File: src/rtl/bp_pkg.sv
// rtl/bp_pkg.sv - shared types and defaults for the branch predictor resolution side
package bp_pkg;

  localparam int BP_PC_W     = 10;
  localparam int BP_RQ_DEPTH = 8;

  typedef struct packed {
    logic [BP_PC_W-1:0] pc;
    logic               taken;
  } bp_entry_t;

  typedef enum logic {
    ACTIVE = 1'b0,
    FLUSH  = 1'b1
  } rq_state_e;

endpackage

File: src/rtl/bp_sat_count.sv
// rtl/bp_sat_count.sv - saturating up-counter that sticks at all-ones
module bp_sat_count #(
  parameter int W = 16
) (
  input  logic         clock,
  input  logic         reset,
  input  logic         i_inc,
  output logic [W-1:0] o_count
);

  logic [W-1:0] r_count;

  always_ff @(posedge clock or posedge reset) begin
    if (reset) begin
      r_count <= '0;
    end else if (i_inc && (r_count != {W{1'b1}})) begin
      r_count <= r_count + W'(1);
    end
  end

  assign o_count = r_count;

endmodule

File: src/rtl/branch_resolve_queue.sv
// rtl/branch_resolve_queue.sv - in-order queue of issued predictions; resolves, trains and flushes on mispredict
module branch_resolve_queue
  import bp_pkg::*;
#(
  parameter int DEPTH  = BP_RQ_DEPTH,
  parameter int PC_W   = BP_PC_W,
  parameter int STAT_W = 16
) (
  input  logic                     clock,
  input  logic                     reset,
  input  logic                     pred_valid,
  input  logic [PC_W-1:0]          pred_pc,
  input  logic                     pred_taken,
  output logic                     pred_ready,
  input  logic                     res_valid,
  input  logic                     res_taken,
  output logic                     upd_valid,
  output logic [PC_W-1:0]          upd_pc,
  output logic                     upd_taken,
  output logic                     mispredict,
  output logic [PC_W-1:0]          mispredict_pc,
  output logic [$clog2(DEPTH):0]   occupancy,
  output logic [STAT_W-1:0]        resolved_cnt,
  output logic [STAT_W-1:0]        mispred_cnt,
  output logic                     underflow_err
);

  localparam int AW = $clog2(DEPTH);

  rq_state_e r_state, w_state_nxt;

  logic [PC_W-1:0] r_mem_pc    [DEPTH];
  logic            r_mem_taken [DEPTH];

  logic [AW:0]     r_wptr, r_rptr, w_wptr_nxt, w_rptr_nxt;
  logic [AW:0]     r_occ;
  logic            r_upd_valid, r_upd_taken, r_mispredict, r_underflow;
  logic [PC_W-1:0] r_upd_pc, r_mispredict_pc;

  logic            w_full, w_empty, w_active;
  logic            w_resolve, w_mispred, w_correct, w_push, w_underflow;
  logic [PC_W-1:0] w_head_pc;
  logic            w_head_taken;

  assign w_full       = (r_wptr[AW] != r_rptr[AW]) && (r_wptr[AW-1:0] == r_rptr[AW-1:0]);
  assign w_empty      = (r_wptr == r_rptr);
  assign w_active     = (r_state == ACTIVE);
  assign w_head_pc    = r_mem_pc[r_rptr[AW-1:0]];
  assign w_head_taken = r_mem_taken[r_rptr[AW-1:0]];

  // Resolutions are only honoured in ACTIVE; the FLUSH cycle swallows them silently.
  assign w_resolve   = res_valid && !w_empty && w_active;
  assign w_mispred   = w_resolve && (w_head_taken != res_taken);
  assign w_correct   = w_resolve && !w_mispred;
  assign w_underflow = res_valid && w_empty && w_active;

  assign pred_ready = w_active && !w_mispred && (!w_full || w_correct);
  assign w_push     = pred_valid && pred_ready;

  assign w_wptr_nxt = w_push ? (r_wptr + (AW+1)'(1)) : r_wptr;
  assign w_rptr_nxt = w_mispred ? r_wptr :
                      w_correct ? (r_rptr + (AW+1)'(1)) : r_rptr;

  always_ff @(posedge clock) begin
    if (w_push) begin
      r_mem_pc[r_wptr[AW-1:0]]    <= pred_pc;
      r_mem_taken[r_wptr[AW-1:0]] <= pred_taken;
    end
  end

  always_ff @(posedge clock or posedge reset) begin
    if (reset) begin
      r_state <= ACTIVE;
    end else begin
      r_state <= w_state_nxt;
    end
  end

  always_comb begin
    w_state_nxt = r_state;
    case (r_state)
      ACTIVE:  if (w_mispred) w_state_nxt = FLUSH;
      FLUSH:   w_state_nxt = ACTIVE;
      default: w_state_nxt = ACTIVE;
    endcase
  end

  always_ff @(posedge clock or posedge reset) begin
    if (reset) begin
      r_wptr          <= '0;
      r_rptr          <= '0;
      r_occ           <= '0;
      r_upd_valid     <= 1'b0;
      r_upd_pc        <= '0;
      r_upd_taken     <= 1'b0;
      r_mispredict    <= 1'b0;
      r_mispredict_pc <= '0;
      r_underflow     <= 1'b0;
    end else begin
      r_wptr          <= w_wptr_nxt;
      r_rptr          <= w_rptr_nxt;
      r_occ           <= w_wptr_nxt - w_rptr_nxt;
      r_upd_valid     <= w_resolve;
      r_upd_pc        <= w_resolve ? w_head_pc : '0;
      r_upd_taken     <= w_resolve && res_taken;
      r_mispredict    <= w_mispred;
      r_mispredict_pc <= w_mispred ? w_head_pc : '0;
      if (w_underflow) begin
        r_underflow <= 1'b1;
      end
    end
  end

  bp_sat_count #(.W(STAT_W)) u_resolved_cnt (
    .clock   (clock),
    .reset   (reset),
    .i_inc   (w_resolve),
    .o_count (resolved_cnt)
  );

  bp_sat_count #(.W(STAT_W)) u_mispred_cnt (
    .clock   (clock),
    .reset   (reset),
    .i_inc   (w_mispred),
    .o_count (mispred_cnt)
  );

  assign upd_valid     = r_upd_valid;
  assign upd_pc        = r_upd_pc;
  assign upd_taken     = r_upd_taken;
  assign mispredict    = r_mispredict;
  assign mispredict_pc = r_mispredict_pc;
  assign occupancy     = r_occ;
  assign underflow_err = r_underflow;

endmodule

File: config.mk
export PLATFORM = sky130hd
export DESIGN_NAME = branch_resolve_queue
export DESIGN_NICKNAME = d
export VERILOG_FILES = /design/src/rtl/bp_pkg.sv /design/src/rtl/bp_sat_count.sv /design/src/rtl/branch_resolve_queue.sv
export SDC_FILE = /design/constraint.sdc
export NUM_CORES = 1
export LEC_CHECK = 0
export CORE_ASPECT_RATIO = 0.5
export CORE_MARGIN = 2
export CORE_UTILIZATION = 50
export CTS_CLUSTER_SIZE = 10
export DETAILED_ROUTE_END_ITERATION = 6
export PLACE_DENSITY = 0.73
export SYNTH_ARGS = -nofsm -noshare
export SYNTH_HDL_FRONTEND = slang
export SYNTH_SLANG_ARGS = --single-unit
File: constraint.sdc
create_clock -name clock -period 4.14 [get_ports clock]
set_clock_uncertainty 0.2 [all_clocks]
set_input_delay 1.242 -clock clock [delete_from_list [all_inputs] [get_ports clock]]
set_output_delay 1.242 -clock clock [all_outputs]
set_load 0.03 [all_outputs]
; ---- Word level (Yosys, flattened, before mapping)
; Memory sizes are Yosys's and may differ from the RTL's.
; Index checks and enable logic that the tools add are counted.
; W data, S select, Z words.
[word_totals]
reg_bits = 69
ram_bits = 88
input_bits = 16
output_inout_bits = 61
wordCells = 52
memories = 2
[classes]
n_addsub = 5
n_eq_ne = 6
n_mux = 9
n_bitwise = 1
reduce_logical = 17
[memory_table]
columns = name, depth, word_bits, read_ports, rd_clocked_by_memory_dff, write_ports, line_no
row1 = r_mem_pc, 8, 10, 1, 0, 1, branch_resolve_queue.sv:32  ; logic [PC_W-1:0] r_mem_pc [DEPTH];
row2 = r_mem_taken, 8, 1, 1, 0, 1, branch_resolve_queue.sv:33  ; logic r_mem_taken [DEPTH];
[op_table]
columns = op, n
row1 = $add A16 B1 Y16 const B, 2
row2 = $ne A16 B16 Y1 const B, 2
row3 = $mux W10, 2
row4 = $logic_and A1 B1 Y1, 13
row5 = $mux W4, 3
row6 = $add A4 B1 Y4 const B, 2
row7 = $eq A4 B4 Y1, 1
row8 = $sub A4 B4 Y4, 1
row9 = $eq A3 B3 Y1, 1
row10 = $logic_not A1 Y1, 3
row11 = $mux W1, 3
row12 = $ne A1 B1 Y1, 2
row13 = $pmux W1 S2, 1
row14 = $logic_or A1 B1 Y1, 1
row15 = $not A1 Y1, 1

; ---- Depth between registers and ports, before layout
[logic_depth]
ltp_word = 12
depth_mapped = 15
ltp_nobuf = 13

; ---- Modules after synthesis
; From an unflattened synthesis, not the netlist that was laid out.
[unflattened]
hier_cells = 409
area_unflattened_um2 = 6512.5
[by_module_without_submodules]
columns = module, n_inst, cells_per_inst, area_per_inst_um2, seq_area_each_um2
row1 = branch_resolve_queue, 1, 267, 4901.0, 3568.4
row2 = bp_sat_count, 2, 71, 805.8, 400.4

; ---- Worst setup path before layout
; OpenSTA, ideal clock, no wires.
[synth_path]
path_type = input-to-reg
startpoint = input res_taken
endpoint = memory r_mem_pc[4][0] (netlist name) (enable)
setup_ps = 412
t_arrival_ps = 3073
required_time_ps = 3528
path_slack_ps = 454
cell_stages = 4
n_path_buf = 0
cell_sequence = a21bo_2 -> a311o_1 -> nand2_2 -> nor4b_1
[synth_between]
elab_chain_len = 9
word_cells_on_any_way = 10
cone_classes = eq/ne (1) / mux (2) / reduce/logical (7)
[synth_rtl]
columns = item, line_no
row1 = "start, declared", branch_resolve_queue.sv:16  ; input logic res_taken,
row2 = $ne A1 B1 Y1 *, branch_resolve_queue.sv:53  ; assign w_mispred = w_resolve && (w_head_taken != res_taken);
row3 = $logic_and A1 B1 Y1 *, branch_resolve_queue.sv:53
row4 = $logic_not A1 Y1 *, "branch_resolve_queue.sv:54, branch_resolve_queue.sv:57"
row5 = $logic_and A1 B1 Y1, branch_resolve_queue.sv:54  ; assign w_correct = w_resolve && !w_mispred;
row6 = $logic_or A1 B1 Y1, branch_resolve_queue.sv:57  ; assign pred_ready = w_active && !w_mispred && (!w_full || w_correct);
row7 = $logic_and A1 B1 Y1 *, branch_resolve_queue.sv:57
row8 = $logic_and A1 B1 Y1 *, branch_resolve_queue.sv:58  ; assign w_push = pred_valid && pred_ready;
row9 = $mux W1 *, branch_resolve_queue.sv:65  ; if (w_push) begin
row10 = $mux W1 (implied by the code) *, branch_resolve_queue.sv:66  ; r_mem_pc[r_wptr[AW-1:0]] <= pred_pc;
row11 = "end, declared", branch_resolve_queue.sv:32
; Every way passes the cells marked *; elsewhere a longest branch is shown, timed or not.

; ---- Worst setup path in the final report
[layout_path]
startpoint = input res_taken
endpoint = output pred_ready
[layout_between]
elab_chain_len = 6
word_cells_on_any_way = 7
cone_classes = eq/ne (1) / reduce/logical (6)
[layout_rtl]
columns = item, line_no
row1 = $ne A1 B1 Y1 *, branch_resolve_queue.sv:53
row2 = $logic_and A1 B1 Y1 *, branch_resolve_queue.sv:53
row3 = $logic_not A1 Y1 *, "branch_resolve_queue.sv:54, branch_resolve_queue.sv:57"
row4 = $logic_and A1 B1 Y1, branch_resolve_queue.sv:54
row5 = $logic_or A1 B1 Y1, branch_resolve_queue.sv:57
row6 = $logic_and A1 B1 Y1 *, branch_resolve_queue.sv:57
row7 = "end, declared", branch_resolve_queue.sv:14  ; output logic pred_ready,
; Marked as above.

==> results.json <==
{
  "status": "complete, no violations",
  "path_max_fanout": 3,
  "yosysSeqAreaShare_pct": 68.48,
  "finalCritPeriodShare_pct": 97.27,
  "slew_violations": 0,
  "first_pass_iters": 4,
  "min_period_ps": 4027,
  "final_cells": 688,
  "synth-seq-cells": 157,
  "core_um2": 12550,
  "yosysTopAreaCell": "edfxtp_1",
  "yosysUniqueCellTypes": 48,
  "final_common_cell": "edfxtp_1",
  "clock_path_buffers": 2,
  "die_w_um": 163.8,
  "utilization_pct": 64.15,
  "p_leak_nw": 3.141,
  "cts_tree": "built",
  "worst-r2r-cell-count": 12,
  "syn_avg_cell_area_um2": 15.79,
  "cts_sinks": 157,
  "arrival_ps": 2590,
  "drv_cap": 0,
  "wl_per_cell_um": 18.16,
  "gp_congestion": 0.7985,
  "start_util_pct": 50.82,
  "drc": 0,
  "dieHeight_um": 83.88,
  "clock_latency_ps": 420,
  "total_power_mw": 6.121,
  "layout-drive-gt1-share_pct": 17.57,
  "hold_depth": 1,
  "pin_count": 77,
  "ys_warn_count": 0,
  "cts_root_buf": "clkbuf_16",
  "slew_headroom_pct": 42.80,
  "ys.flop_type": "edfxtp_1",
  "synthDominantCellAreaShare_pct": 41.42,
  "layout_common_cells": "edfxtp_1 (88), clkdlybuf4s50_1 (75), dfrtp_1 (69), nor2_1 (25), buf_4 (23)",
  "dp_hpwl_um": 8163,
  "antenna_found_initial": 0,
  "dp_cells": 656,
  "fmax_mhz": 248.3,
  "grt_max_degree": 70,
  "placed_area_um2": 7463,
  "vias": 3667,
  "ir_worst_vdd_mv": 0.4013,
  "antennaDiodeCount": 0,
  "antenna_left": 0,
  "syn-cell-area_um2": 6380,
  "ys_async_sr_fraction_pct": 43.95,
  "vias_per_cell": 5.330,
  "synth_edf_count": 88,
  "synth_nets": 428,
  "grt_overflow": 0,
  "end_kind": "primary output",
  "path_clk_slew_ps": 60,
  "portBuffers": 76,
  "dieArea_um2": 13730,
  "totalWireLength_um": 12490,
  "numCtsBuffers": 17,
  "nNetsFinal": 529,
  "synthCells": 404,
  "finalSetupViolations": 0,
  "crit_path_start_kind": "primary input",
  "worst_pin_slew_ps": 858.1,
  "cp.required_ps": 2700,
  "p_per_area_nw_per_um2": 760.0,
  "area_growth_pct": 26.24,
  "synth.area.top_cells": "edfxtp_1 (41%), dfrtp_1 (27%), mux4_2 (7.1%)",
  "h-tree-depth": 4,
  "hold_path_class": "flip-flop to flip-flop",
  "hold_viol_final": 0,
  "fp-row-count": 29,
  "grt_usage_pct": 19.68,
  "stdcell_area_um2": 8054,
  "fin_setup_tns_ps": 0,
  "grt_first_pass_wirelength_um": 20220,
  "grt_pass1_vias": 3809,
  "dr.first_iter.drc_count": 337,
  "rsz0062_at_grt": "false",
  "crit_type": "primary input to primary output"
}
## cells by family after synthesis
group                    share of synthesized area, %
AO/OA/AOI/OAI                                   3.314
XOR/XNOR                                        5.570
adder cells (fa/ha/maj)                         1.687
buffers and inverters                           1.942
flip-flops                                      68.48
multiplexers                                    9.767
AND/OR/NAND/NOR                                 9.237
## path summary, 6_finish.rpt
kind	from	slack [ps]	end
worst max register to register	r_rptr[2]	590	occupancy[3]
max in group asynchronous	reset	1970	r_rptr[1]
worst min-delay path	underflow_err	280	underflow_err
worst min register to register	underflow_err	280	underflow_err
min in group asynchronous	reset	1210	u_resolved_cnt.o_count[8]
worst max-delay path	res_taken	110	pred_ready
## sequential cells by signal, indices dropped and copies added (netlist names), 4 cells and up
name / cells
r_wptr: 4
occupancy: 4
r_rptr: 4
mispredict_pc: 10
r_mem_pc: 80
upd_pc: 10
u_resolved_cnt.o_count: 16
r_mem_taken: 8
u_mispred_cnt.o_count: 16
## timing repair
item	in CTS	in global routing
gates resized for setup	3	2
setup endpoints to repair	1	1
hold buffers	0	0
buffers inserted	0	0
## worst max-delay path: stages
cell             delay (ps)
clkdlybuf4s50_1         480
a21bo_2                 230
a311o_1                 330
nor2b_1                 140
buf_2                   170
## metal layers
layer  share of wire [%]  GRT usage [%]
met1                  46          28.01
met2                  49          30.83
met3                 5.0          4.471
met4                0.52          5.502
met5                   0              0
## area by class of cell
type                            instances  area, um2
Inverter                                8      30.03
Sequential cell                       157       4369
Clock buffer                           20      436.7
Fill cell                             902       4501
Clock inverter                         12      158.9
Tap cell                              170      212.7
Multi-Input combinational cell        222       1918
Timing Repair Buffer                   99      928.4
## power breakdown
group | internal, mW | total [mW] | switching, mW
registers | 1.97 | 2.22 | 0.242
clock network | 0.958 | 1.57 | 0.616
logic | 1.02 | 2.33 | 1.31
total | 3.95 | 6.12 | 2.17
## through the flow
stage	worst slack [ps]	hold slack, ps
6_report	112.9	275.9
5_1_grt	58.73	304.5
4_1_cts	6.631	277.5
3_5_place_dp	-296.9	263.2
3_3_place_gp	-283.6	254.1
2_1_floorplan	454.4	300.3
## synthesized netlist by cell type, types with 2 or more instances
| cell | n |
|---|---|
| a21oi_1 | 6 |
| nand3b_1 | 2 |
| mux2_2 | 2 |
| o211ai_1 | 2 |
| nor4b_1 | 3 |
| and4_1 | 2 |
| xnor2_1 | 22 |
| clkbuf_1 | 10 |
| edfxtp_1 | 88 |
| nand3_1 | 11 |
| buf_6 | 3 |
| mux4_2 | 20 |
| a31oi_1 | 2 |
| nor4_1 | 2 |
| buf_2 | 3 |
| xor2_1 | 16 |
| dfrtp_1 | 69 |
| a21o_1 | 3 |
| nand2_1 | 22 |
| nor3_1 | 18 |
| nor2b_1 | 6 |
| mux2i_1 | 15 |
| and2_1 | 5 |
| nor2_1 | 25 |
| ha_1 | 7 |
| inv_1 | 7 |
| and3_1 | 5 |
| a22oi_2 | 2 |
| nand4_1 | 7 |
(Power assumes the default switching activity.)
